[src/rtl/turbo_pkg.sv]
// turbo_pkg: QPP table constants, state encoding and elaboration-time helpers for the turbo encoder front end.
package turbo_pkg;
  localparam int QPP_K  [4] = '{40, 48, 56, 64};
  localparam int QPP_F1 [4] = '{3, 7, 19, 7};
  localparam int QPP_F2 [4] = '{10, 12, 42, 16};
  typedef enum logic {ST_LOAD = 1'b0, ST_DRAIN = 1'b1} state_e;
  function automatic int clog2(input int v);
    int r;
    r = 0;
    while ((1 << r) < v) r++;
    return r;
  endfunction
  function automatic int dbl_mod(input int f2, input int k);
    return (2 * f2) % k;
  endfunction
endpackage

[src/rtl/qpp_interleaver_if.sv]
// qpp_interleaver_if: input stream, paired output stream and error flag of the QPP interleaver.
interface qpp_interleaver_if;
  logic in_valid, in_ready, in_bit, in_last;
  logic out_valid, out_ready, nat_bit, int_bit, out_last, err;
  modport master(output in_valid, in_bit, in_last, out_ready,
                 input in_ready, out_valid, nat_bit, int_bit, out_last, err);
  modport slave(input in_valid, in_bit, in_last, out_ready,
                output in_ready, out_valid, nat_bit, int_bit, out_last, err);
endinterface

[src/rtl/qpp_addr_gen.sv]
// qpp_addr_gen: multiplier-free QPP address recursion, pi += g and g += 2*F2, both mod K.
module qpp_addr_gen import turbo_pkg::*; #(
  parameter int K  = 40,
  parameter int F1 = 3,
  parameter int F2 = 10
) (
  input  logic                  clk,
  input  logic                  clr_n,
  input  logic                  init,
  input  logic                  step,
  output logic [clog2(K)-1:0]   pi
);
  localparam int AW = clog2(K);
  localparam logic [AW:0]   KW = (AW+1)'(K);
  localparam logic [AW-1:0] G0 = AW'((F1 + F2) % K);
  localparam logic [AW-1:0] DG = AW'(dbl_mod(F2, K));
  logic [AW-1:0] pi_q, pi_d, g_q, g_d;
  function automatic logic [AW-1:0] add_mod(input logic [AW-1:0] a, input logic [AW-1:0] b);
    logic [AW:0] s;
    s = {1'b0, a} + {1'b0, b};
    return s >= KW ? AW'(s - KW) : AW'(s);
  endfunction
  always_comb begin
    pi_d = init ? '0 : step ? add_mod(pi_q, g_q) : pi_q;
    g_d  = init ? G0 : step ? add_mod(g_q, DG) : g_q;
  end
  always_ff @(posedge clk or negedge clr_n) begin
    if (!clr_n) begin
      pi_q <= '0;
      g_q  <= '0;
    end else begin
      pi_q <= pi_d;
      g_q  <= g_d;
    end
  end
  assign pi = pi_q;
endmodule

[src/rtl/qpp_interleaver.sv]
// qpp_interleaver: buffers one K-bit block, then replays it in natural and QPP-interleaved order in lockstep.
module qpp_interleaver import turbo_pkg::*; #(
  parameter int K  = QPP_K[0],
  parameter int F1 = QPP_F1[0],
  parameter int F2 = QPP_F2[0]
) (
  input logic               clk,
  input logic               clr_n,
  qpp_interleaver_if.slave  bus
);
  localparam int AW = clog2(K);
  localparam logic [AW-1:0] LAST = AW'(K - 1);
  localparam logic [AW:0]   KW   = (AW+1)'(K);
  localparam logic [AW:0]   KL   = (AW+1)'(K - 1);
  state_e        state_q, state_d;
  logic [AW-1:0] wr_idx_q, wr_idx_d, pi;
  logic [AW:0]   rd_idx_q, rd_idx_d;
  logic [K-1:0]  mem_q, mem_d;
  logic          out_valid_q, out_valid_d, nat_q, nat_d, int_q, int_d, last_q, last_d, err_q, err_d;
  logic          accept, load, hs_last;
  assign accept  = state_q == ST_LOAD && bus.in_valid;
  assign load    = state_q == ST_DRAIN && (!out_valid_q || bus.out_ready) && rd_idx_q < KW;
  assign hs_last = out_valid_q && bus.out_ready && last_q;
  // Holding init through LOAD guarantees g is seeded before the first drain after reset.
  qpp_addr_gen #(.K(K), .F1(F1), .F2(F2)) u_addr (
    .clk(clk), .clr_n(clr_n), .init(state_q == ST_LOAD || hs_last), .step(load), .pi(pi)
  );
  always_comb begin
    state_d  = state_q;
    wr_idx_d = wr_idx_q;
    mem_d    = mem_q;
    err_d    = err_q;
    if (accept) begin
      mem_d[wr_idx_q] = bus.in_bit;
      wr_idx_d = wr_idx_q == LAST ? '0 : wr_idx_q + 1'b1;
      state_d  = wr_idx_q == LAST ? ST_DRAIN : ST_LOAD;
      err_d    = err_q | (bus.in_last ^ (wr_idx_q == LAST));
    end
    if (hs_last) state_d = ST_LOAD;
    rd_idx_d    = hs_last ? '0 : load ? rd_idx_q + 1'b1 : rd_idx_q;
    out_valid_d = load | (out_valid_q & !bus.out_ready);
    nat_d       = load ? mem_q[rd_idx_q[AW-1:0]] : nat_q;
    int_d       = load ? mem_q[pi] : int_q;
    last_d      = load ? rd_idx_q == KL : last_q;
  end
  always_ff @(posedge clk or negedge clr_n) begin
    if (!clr_n) begin
      state_q     <= ST_LOAD;
      wr_idx_q    <= '0;
      rd_idx_q    <= '0;
      out_valid_q <= 1'b0;
      nat_q       <= 1'b0;
      int_q       <= 1'b0;
      last_q      <= 1'b0;
      err_q       <= 1'b0;
    end else begin
      state_q     <= state_d;
      wr_idx_q    <= wr_idx_d;
      rd_idx_q    <= rd_idx_d;
      out_valid_q <= out_valid_d;
      nat_q       <= nat_d;
      int_q       <= int_d;
      last_q      <= last_d;
      err_q       <= err_d;
    end
  end
  always_ff @(posedge clk) mem_q <= mem_d;
  assign bus.in_ready  = state_q == ST_LOAD;
  assign bus.out_valid = out_valid_q;
  assign bus.nat_bit   = nat_q;
  assign bus.int_bit   = int_q;
  assign bus.out_last  = last_q;
  assign bus.err       = err_q;
endmodule

[src/flat_wrapper.sv]
// flat-port wrapper written by rule: the top's interface ports become plain ports
module qpp_interleaver_flat import turbo_pkg::*;
#(
  parameter int K  = QPP_K[0],
  parameter int F1 = QPP_F1[0],
  parameter int F2 = QPP_F2[0]
)
  (clk, clr_n, bus_in_valid, bus_in_bit, bus_in_last, bus_out_ready, bus_in_ready, bus_out_valid, bus_nat_bit, bus_int_bit, bus_out_last, bus_err);
  qpp_interleaver_if bus_i ();
  input logic clk;
  input logic clr_n;
  input wire logic [$bits(bus_i.in_valid)-1:0] bus_in_valid;
  input wire logic [$bits(bus_i.in_bit)-1:0] bus_in_bit;
  input wire logic [$bits(bus_i.in_last)-1:0] bus_in_last;
  input wire logic [$bits(bus_i.out_ready)-1:0] bus_out_ready;
  output wire logic [$bits(bus_i.in_ready)-1:0] bus_in_ready;
  output wire logic [$bits(bus_i.out_valid)-1:0] bus_out_valid;
  output wire logic [$bits(bus_i.nat_bit)-1:0] bus_nat_bit;
  output wire logic [$bits(bus_i.int_bit)-1:0] bus_int_bit;
  output wire logic [$bits(bus_i.out_last)-1:0] bus_out_last;
  output wire logic [$bits(bus_i.err)-1:0] bus_err;
  assign bus_i.in_valid = bus_in_valid;
  assign bus_i.in_bit = bus_in_bit;
  assign bus_i.in_last = bus_in_last;
  assign bus_i.out_ready = bus_out_ready;
  assign bus_in_ready = bus_i.in_ready;
  assign bus_out_valid = bus_i.out_valid;
  assign bus_nat_bit = bus_i.nat_bit;
  assign bus_int_bit = bus_i.int_bit;
  assign bus_out_last = bus_i.out_last;
  assign bus_err = bus_i.err;
  qpp_interleaver #(.K(K), .F1(F1), .F2(F2)) u_core (.clk(clk), .clr_n(clr_n), .bus(bus_i));
endmodule
[config.mk]
export PLATFORM = sky130hd
export DESIGN_NAME = qpp_interleaver_flat
export DESIGN_NICKNAME = d
export VERILOG_FILES = /design/src/rtl/turbo_pkg.sv /design/src/rtl/qpp_interleaver_if.sv /design/src/rtl/qpp_addr_gen.sv /design/src/rtl/qpp_interleaver.sv /design/src/flat_wrapper.sv
export SDC_FILE = /design/constraint.sdc
export NUM_CORES = 1
export LEC_CHECK = 0
export CORE_UTILIZATION = 55
export CTS_CLUSTER_DIAMETER = 150
export DETAILED_ROUTE_END_ITERATION = 10
export MAX_ROUTING_LAYER = met4
export PLACE_DENSITY = 0.75
export SKIP_LAST_GASP = 1
export SLEW_MARGIN = 20
export SYNTH_ARGS = -nofsm -noshare
export SYNTH_HDL_FRONTEND = slang
export SYNTH_SLANG_ARGS = --single-unit
[constraint.sdc]
create_clock -name clk -period 2.7 [get_ports clk]
set_input_delay 0.54 -clock clk [delete_from_list [all_inputs] [get_ports clk]]
set_output_delay 0.54 -clock clk [all_outputs]
set_load 0.005 [all_outputs]
## After elaboration in Yosys (flattened, before gate mapping)

Index checks and enable logic that the tools add are counted.

- Register bits: 71
- Bits of input ports: 6
- Output and inout port bits: 6
- Logic and storage cells: 63

- Add/sub/neg operators: 6
- $lt $le $gt $ge: 7
- Eq/ne operators: 2
- Multiplexer cells: 19
- Bitwise gates (word level): 5
- Reduce and logical (&&, ||, !) cells: 13

Operator list:

| operator | number |
|---|---|
| 6-bit two-way mux | 7 |
| 40-bit bitwise mux | 1 |
| 6-bit by 7-bit less-than comparator with 1-bit output, second input constant | 3 |
| 7-bit by 6-bit >= comparator with 1-bit output, second input constant | 2 |
| 7-bit two-way mux | 2 |
| 1-bit binary-select mux with 6-bit select | 2 |
| 6-bit subtractor, second input constant | 2 |
| 6-bit by 5-bit adder with 7-bit output, second input constant | 1 |
| 6-bit by 6-bit adder with 7-bit output | 1 |
| 7-bit by 1-bit adder with 7-bit output, second input constant | 1 |
| 7-bit by 6-bit equality test with 1-bit output, second input constant | 1 |
| 7-bit by 6-bit less-than comparator with 1-bit output, second input constant | 1 |
| 6-bit by 1-bit adder with 6-bit output, second input constant | 1 |
| 1-bit demux with 6-bit select | 1 |
| 6-bit equality test, second input constant | 1 |
| 6-bit by 1-bit >= comparator with 1-bit output, second input constant | 1 |
| 1-bit logical AND | 6 |
| 1-bit two-way mux | 6 |
| 2-bit nonzero test | 3 |
| 1-bit logical NOT | 2 |
| 1-bit logical OR | 2 |
| 1-bit bitwise OR | 2 |
| 1-bit bitwise AND | 1 |
| 1-bit inverter | 1 |
| 1-bit bitwise XOR | 1 |

## Depth between registers and ports, before layout

Gate-level depths: netlist (run 1).

- Depth in word-level cells: 6
- Mapped depth: 11
- Mapped depth without buffers: 11

## Cells and area by module

From an unflattened synthesis (run 1), not the netlist that was laid out.

- Cells, all modules: 344
- Area, all modules: 3956.3 um2

Modules (own cells, without submodules):

| module | instances | cells an instance | area an instance (um2) | seq. area each (um2) |
|---|---|---|---|---|
| qpp_interleaver | 1 | 242 | 3010.4 | 1676.6 |
| qpp_addr_gen | 1 | 102 | 945.9 | 275.3 |

## Worst setup path before layout (run 1)

No wires, ideal clock.

- Path type: register to register
- Start point: register u_core.u_addr.g_q[2]
- End point: register u_core.u_addr.pi_q[4], in the netlist u_core.u_addr.pi[4]
- Setup time: 0.077 ns
- Arrival: 2.489 ns
- Required time: 2.623 ns
- Setup slack: 0.134 ns
- Cell stages (with the launch flop): 11
- Buffers on the path: 0
- Period minus slack after synthesis: 2.566 ns
- Cell sequence: dfrtp_1 -> ha_1 -> a211oi_1 -> nor2_1 -> or2_2 -> ha_1 -> inv_1 -> a211oi_1 -> a22oi_1 -> mux2_2 -> a21oi_1

- Cells in the longest elaborated chain, start to end: 5
- Elaborated cells on any way between the ends: 6
- Those cells by class: add/sub (2); order compare (1); mux (3)

RTL lines:

| item | line | RTL |
|---|---|---|
| start: declaration | qpp_addr_gen.sv:17 | `logic [AW-1:0] pi_q, pi_d, g_q, g_d;` |
| start signal: assignment | qpp_addr_gen.sv:33 | `g_q <= g_d;` |
| 6-bit by 6-bit adder with 7-bit output * | qpp_addr_gen.sv:20 | `s = {1'b0, a} + {1'b0, b};` |
| 6-bit subtractor or 7-bit by 6-bit >= comparator with 1-bit output (tied branches) | qpp_addr_gen.sv:21 | `return s >= KW ? AW'(s - KW) : AW'(s);` |
| 6-bit two-way mux * | qpp_addr_gen.sv:21 |  |
| 6-bit two-way mux * (2 in series) | qpp_addr_gen.sv:24 | `pi_d = init ? '0 : step ? add_mod(pi_q, g_q) : pi_q;` |
| end signal: assignment | qpp_addr_gen.sv:32 | `pi_q <= pi_d;` |
| end: declaration | qpp_addr_gen.sv:17 |  |

Mark *: on every way between the ends. The rest lies on a longest branch, timed or not. The select of a mux whose other input is x is not followed.
A chain may end at the register's enable or synchronous reset.

## Worst setup path after layout (run 1)

Same ends and word-level chain as after synthesis.

==> results of run 1 <==
area by class of cell:
type                    instances  area share, %
flip-flops and latches         70           44.6
multi-input cells             241           42.9
repair buffers                 26           5.09
clock buffers                  11           3.23
well taps                      96           2.74
clock inverters                 5          0.800
inverters                       8          0.686
worst paths after layout:
path                                      start                    to  cells past startpoint  slack (ps)
max                        u_core.u_addr.g_q[2]   u_core.u_addr.pi[4]                     11         170
min                              u_core.bus.err        u_core.bus.err                      1         470
max reg2reg                u_core.u_addr.g_q[2]   u_core.u_addr.pi[4]                     11         170
min reg2reg                      u_core.bus.err        u_core.bus.err                      1         470
max in group asynchronous                 clr_n   u_core.u_addr.pi[1]                      2        1840
min in group asynchronous                 clr_n  u_core.u_addr.g_q[5]                      2         580
registers in the layout (all words and copies together), names as in the netlist:
register / flops
u_core.state_q: 1
u_core.bus.out_last: 1
u_core.mem_q: 40
u_core.u_addr.pi: 6
u_core.bus.out_valid: 1
u_core.bus.err: 1
u_core.bus.nat_bit: 1
u_core.bus.int_bit: 1
u_core.u_addr.g_q: 5
u_core.wr_idx_q: 6
u_core.rd_idx_q: 7
stage by stage:
stage,utilization [%],cell area (um2)
floorplan,-,3940
global placement,60.8,4180
finish,63.7,4380
detailed placement,60.8,4180
CTS,63.4,4360
global route,63.7,4380
cell families (layout without fill, tap and decap cells):
logic type / count (synthesis) / after routing / synth area share [%]
AND/OR/NAND/NOR: 143 / 143 / 17.9
flip-flops: 70 / 70 / 49.6
AO/OA/AOI/OAI: 47 / 47 / 7.72
multiplexers: 27 / 27 / 14.8
buffers and inverters: 26 / 50 / 3.46
adder cells (fa/ha/maj): 12 / 12 / 3.81
XOR/XNOR: 12 / 12 / 2.67
metal layers:
layer	wire length, um	up-vias
met5	0	-
met4	159	0
met3	312	13
met2	3820	70
met1	3290	1317
li1	-	1292
power by group through the flow:
stage / registers [uW] / logic, uW / clock network (uW)
floorplan: 1250 / 331 / 0
global placement: 1310 / 370 / 0
detailed placement: 1320 / 377 / 0
CTS: 1300 / 379 / 768
global route: 1310 / 418 / 806
finish: 1300 / 377 / 757
repair_timing:
| action | 4_1_cts | 5_1_grt |
|---|---|---|
| pin swaps | 0 | 3 |
| resized for setup | 1 | 5 |
| setup buffers | 0 | 0 |
| endpoints found under the setup margin | 1 | 2 |
layout by cell type, fill, tap and decap left out, drive strengths merged, types with 4 or more instances in the layout:
master	netlist	final
a21oi	12	12
buf	4	15
clkbuf	14	11
clkdlybuf4s50	0	11
clkinv	0	4
dfrtp	30	30
edfxtp	40	40
ha	12	12
inv	8	8
mux2i	4	4
mux4	22	22
nand2	25	25
nand2b	5	5
nand3	10	10
nand3b	8	8
nor2	63	63
nor2b	4	4
nor3	5	5
o21ai	11	11
or2	4	4
or3	5	5
xnor2	7	7
xor2	5	5
==> impl_results.md, run 1 <==
* Crit-path most repeated cell: ha_1
* Critical path's largest stage delay at between 300 and 400 ps
* Seq/Total Area, Yosys at 49.6%
* Worst hold path type: flop to flop
* Busiest layer in global routing: met2
* Commonest cells post-synth: 63 x nor2_1, 40 x edfxtp_1, 30 x dfrtp_1, 25 x nand2_1
* Crit-path slowest cell: dfrtp_1
* Die height at roughly 87 um
* Worst-path maximum fanout at 3
* Pre-CTS setup slack at between 10 and 15 ps
* Crit path required time at between 2000 and 3000 ps
* Final setup skew at roughly 6.4 ps
* Cts hold-fix bufs at 0
* Worst skew pair latency at roughly 350 ps
* FFs w/ async S/R, synth at between 40% and 50%
* Yosys cell types at 52
* Layout cells sized above 1 at about 16%
* Switching pwr at roughly 700 uW
* Post-Layout Cell Count at 457
* Crit path buf inv count at 2
* Detailed Route WL at 7580 um
* Area Overhead vs Synth at 11.1%
* Pwr dens at 556 nW/um2
* Synth Register Bits at 70
* Hpwl dp at about 5600 um
* Synth Flop Type: edfxtp_1
* Reg clk slew, reported paths at around 70 ps
* GR Util met1 at a little over a quarter
* Clock sink total at 70
* CTS root buf: clkbuf_8
* Die Footprint at about 7500 um2
* Final-stage net count at around 370
* Status: finished clean
* Internal at between 1500 and 2000 uW
* CTS tree: done
* RSZ-0062 raised after global routing: false
* Setup TNS at 0 ps
* Clock power share at around 31%
* Final Cycle Share at 93.9%
* CP cell instances: ha_1 > a211oi_4 > buf_4 > o21ba_2 > or2_2 > ha_1 > inv_1 > a211oi_2 > a22oi_2 > mux2_2 > a21oi_1
* Syn Nets at about 360
* First-pass GRT wire length at ~13000 um
* Largest net degree at the start of global routing at 41
* Final setup fails at 0
* Vias in the first global route at roughly 2700
* Core Area at between 6000 and 7000 um2
* Drt first-iter violations at 154
* Die Wd at a little under 90 um
* IO Pins at 12
* Crit path time final at about 2500 ps
* GR Util met2 at between 40% and 50%
* Placed Cells at between 400 and 500
* Fin. max-slew vios at 0
* Routed via count at roughly 2700
* Delay-heaviest family, CP: compound AO/OA/AOI/OAI gates
* Max Cap Viol at 0
* TritonCTS buffer count at 9
* Multi-input logic area at approximately 1900 um2
* Wire per inst at 16.6 um
* Cell taking the most area after synthesis: edfxtp_1
* Critical Path Sink Type: flop
* Post-synth EDFFs at 40
* Achievable Freq at between 300 and 400 MHz
* Initial antenna violation count at 0
* Clk buf depth at 2
* Most frequent cell after synthesis: nor2_1
* CTS H-tree lvls at 3
* GR Util All Layers at a little under a quarter
* Syn_area_per_cell at 11.7 um2
* Gr ovfl total at 0
* Met3 track demand over resource at about 5.8%
* # DRC at 0
* Port bufs at 11
* Hold_ws at between 400 and 500 ps
* Slew @ Worst Pin at 495 ps
* Synth top area cells: edfxtp_1 30%, dfrtp_1 19%, mux4_2 6.9%, mux4_1 6.7%, nor2_1 6.0%
* Maximum vdd ir drop at 0.655 mV
* 1st-pass router iterations at 7
* Register area at about 2000 um2
* Final Hold Violating Endpoints at 0
* Syn Inst Count at approximately 340
* Combinational share of power at 15.5%
* Area share of the largest cell type after synthesis at 30.5%
* Antenna Cells at 0
* Fillcell total at between 500 and 600
* Startpoint Class: flop
* Starting Density at 57.3%
* Final ANT Viol Nets at 0
* Vias per cell at just under 6
* WS Path Type: flop to flop
* Routability cong. at between 0.8 and 0.9
* Sw Ratio at about 29%
* Synthesized area at a little under 4000 um2
* Final worst setup slack at 165 ps
* Seq pwr share at 53.4%
* Relative slew slack at about two thirds
* Total power at between 2000 and 2500 uW
* Cell row count at 30
* Worst EP arrival at 2820 ps
* Total number of yosys warnings at 0
* Leak pwr at around 0.0016 uW
Note: power is estimated with default switching activity, not from simulation.
==> run 2, diff against run 1 <==
--- a/config.mk
+++ b/config.mk
@@ -5,7 +5,9 @@
 export SDC_FILE = /design/constraint.sdc
 export NUM_CORES = 1
 export LEC_CHECK = 0
+export CORE_ASPECT_RATIO = 1.75
 export CORE_UTILIZATION = 55
+export CTS_BUF_LIST = sky130_fd_sc_hd__clkbuf_8
 export CTS_CLUSTER_DIAMETER = 150
 export DETAILED_ROUTE_END_ITERATION = 10
 export MAX_ROUTING_LAYER = met4
==> impl_results.md, run 2 (synthesis gave the netlist of run 1 again) <==
* Die Footprint at 7520 um2 (was 7500 um2)
* Reg clk slew, reported paths at 80 ps (was 70 ps)
* Crit path required time at 2980 ps (about the same)
* Vias in the first global route at 2975 (was 2656)
* Leak pwr at 0.00161 uW (was 0.00157 uW)
* Clk buf depth at 2 (unchanged)
* Starting Density at 57.0% (was 57.3%)
* Register area at 1950 um2 (unchanged)
* WS Path Type: flop to flop (unchanged)
* Pwr dens at 575 nW/um2 (was 556 nW/um2)
* Clock sink total at 70 (unchanged)
* Startpoint Class: flop (unchanged)
* Reg with most FFs: u_core.mem_q (unchanged)
* Most common cell after layout, fill and taps aside: nor2_1 (unchanged)
* Delay-heaviest family, CP: compound AO/OA/AOI/OAI gates (unchanged)
* Final setup fails at 0 (unchanged)
* Maximum vdd ir drop at 0.384 mV (was 0.655 mV)
* Antenna Cells at 0 (unchanged)
* Crit path time final at 2590 ps (was 2530 ps)
* Gr ovfl total at 0 (unchanged)
* Initial antenna violation count at 0 (unchanged)
* Hold_ws at 466 ps (was 469 ps)
* Slew @ Worst Pin at 582 ps (was 495 ps)
* Setup TNS at 0 ps (unchanged)
* Achievable Freq at 387 MHz (was 394 MHz)
* Critical Path Sink Type: flop (unchanged)
* Crit-path slowest cell: dfrtp_1 (unchanged)
* Largest net degree at the start of global routing at 41 (unchanged)
* Placed Cells at 432 (was 441)
* IO Pins at 12 (unchanged)
* Final-stage net count at 379 (was 374)
* RSZ-0062 raised after global routing: false (unchanged)
* Port bufs at 11 (unchanged)
* First-pass GRT wire length at 14000 um (was 12700 um)
* Multi-input logic area at 1900 um2 (was 1880 um2)
* CTS tree: done (unchanged)
* CTS root buf: clkbuf_8 (unchanged)
* Hpwl dp at 6260 um (was 5600 um)
* Wire per inst at 18.3 um (was 16.6 um)
* Die height at 114 um (was 86.6 um)
* # DRC at 0 (unchanged)
* Final Cycle Share at 95.8% (was 93.9%)
* Post-Layout Cell Count at 450 (was 457)
* Largest registers: u_core.mem_q (40), u_core.rd_idx_q (7) (unchanged)
* Final Hold Violating Endpoints at 0 (unchanged)
* Final setup skew at 8.37 ps (was 6.45 ps)
* TritonCTS buffer count at 9 (unchanged)
* Relative slew slack at 61.2% (was 67.0%)
* Worst-path maximum fanout at 6 (was 3)
* CP cell instances: ha_1 > a211oi_2 > buf_4 > o21ba_2 > or2_2 > ha_1 > inv_1 > a211oi_2 > a22oi_2 > mux2_2 > a21oi_1 (was ha_1 > a211oi_4 > buf_4 > o21ba_2 > or2_2 > ha_1 > inv_1 > a211oi_2 > a22oi_2 > mux2_2 > a21oi_1)
* Most frequent cells in the layout: 63 x nor2_1, 40 x edfxtp_1, 30 x dfrtp_1, 25 x nand2_1, 20 x buf_4 (was 63 x nor2_1, 40 x edfxtp_1, 30 x dfrtp_1, 25 x nand2_1, 15 x buf_4)
* Worst EP arrival at 2870 ps (was 2820 ps)
* Area Overhead vs Synth at 13.1% (was 11.1%)
* Fin. max-slew vios at 0 (unchanged)
* Routed via count at 2728 (was 2692)
* Critical path's largest stage delay at 450 ps (was 390 ps)
* Drt first-iter violations at 169 (was 154)
* Status: finished clean (unchanged)
* Worst skew pair latency at 360 ps (was 350 ps)
* Die Wd at 66.0 um (was 86.6 um)
* Routability cong. at 0.945 (was 0.881)
* Fillcell total at 552 (was 544)
* Final ANT Viol Nets at 0 (unchanged)
* Crit path buf inv count at 2 (unchanged)
* Worst hold path type: flop to flop (unchanged)
* CTS H-tree lvls at 3 (unchanged)
* Detailed Route WL at 8220 um (was 7580 um)
* Vias per cell at 6.06 (was 5.89)
* Layout cells sized above 1 at 17.5% (was 15.5%)
* Cell row count at 40 (was 30)
* Max FFs per register at 40 (unchanged)
* 1st-pass router iterations at 4 (was 7)
* Core Area at 6910 um2 (was 6870 um2)
* Max Cap Viol at 0 (unchanged)
* GR Util All Layers at 26.6% (was 23.4%)
==> run 2: changes by cell type in the layout (fill, tap and decap cells not counted), moves of 2 or more <==
cell      previous run  this run
buf_4               15        20
clkinv_2             2         0
ha_1                11         9
ha_4                 0         2
==> run 2: cell type report <==
type | instances | share of cell area [%]
sequential | 70 | 43.8
multi-input combinational | 241 | 42.6
timing repair buffer | 31 | 5.84
clock buffer | 11 | 3.40
tap | 84 | 2.36
clock inverter | 5 | 1.32
inverter | 8 | 0.674
==> run 2: power by group <==
group	internal [uW]	switching (uW)
combinational	178	204
sequential	1200	106
clock	476	401
total	1850	711
==> run 2: what timing repair did <==
| item | CTS | global route |
|---|---|---|
| gates resized for setup | 2 | 7 |
| setup endpoints to repair | 1 | 2 |
| setup buffers | 0 | 2 |
| pin swaps | 1 | 2 |
| hold buffers | 0 | 0 |
| endpoints found under the hold margin | 0 | 0 |
| cloned | 0 | 0 |
==> run 2: worst reg2reg max path: cells and delay by family, from the launching register on <==
kind / cells / cell delay (ps)
compound gates: 5 / 690
buf+inv: 2 / 230
simple gates: 1 / 290
mux: 1 / 350
fa+ha+maj: 2 / 510
flops: 1 / 450
==> run 2: path summary, 6_finish.rpt <==
path                                 startpoint                  end  slack, ps  cells past startpoint
min                              u_core.bus.err       u_core.bus.err        470                      1
max                        u_core.u_addr.g_q[3]  u_core.u_addr.pi[4]        110                     11
max reg2reg                u_core.u_addr.g_q[3]  u_core.u_addr.pi[4]        110                     11
max in group asynchronous                 clr_n  u_core.u_addr.pi[5]       1810                      2
min in group asynchronous                 clr_n  u_core.u_addr.pi[2]        590                      2
min reg2reg                      u_core.bus.err       u_core.bus.err        470                      1
==> run 2: per-stage QoR <==
step	power, uW	area (um2)	worst slack, ps	utilization (%)
2_1_floorplan	1580	3940	134	-
3_3_place_gp	1700	4180	107	60.6
3_5_place_dp	1710	4180	-12.1	60.6
4_1_cts	2580	4400	47.2	63.7
5_1_grt	2690	4450	11.0	64.5
6_report	2560	4450	114	64.5
==> run 2: metal layers <==
| metal | part of all wire, % | track usage, % |
|---|---|---|
| met5 | 0 | - |
| met4 | 5.3 | 16.7 |
| met3 | 3.1 | 5.70 |
| met2 | 56 | 45.9 |
| met1 | 36 | 26.2 |
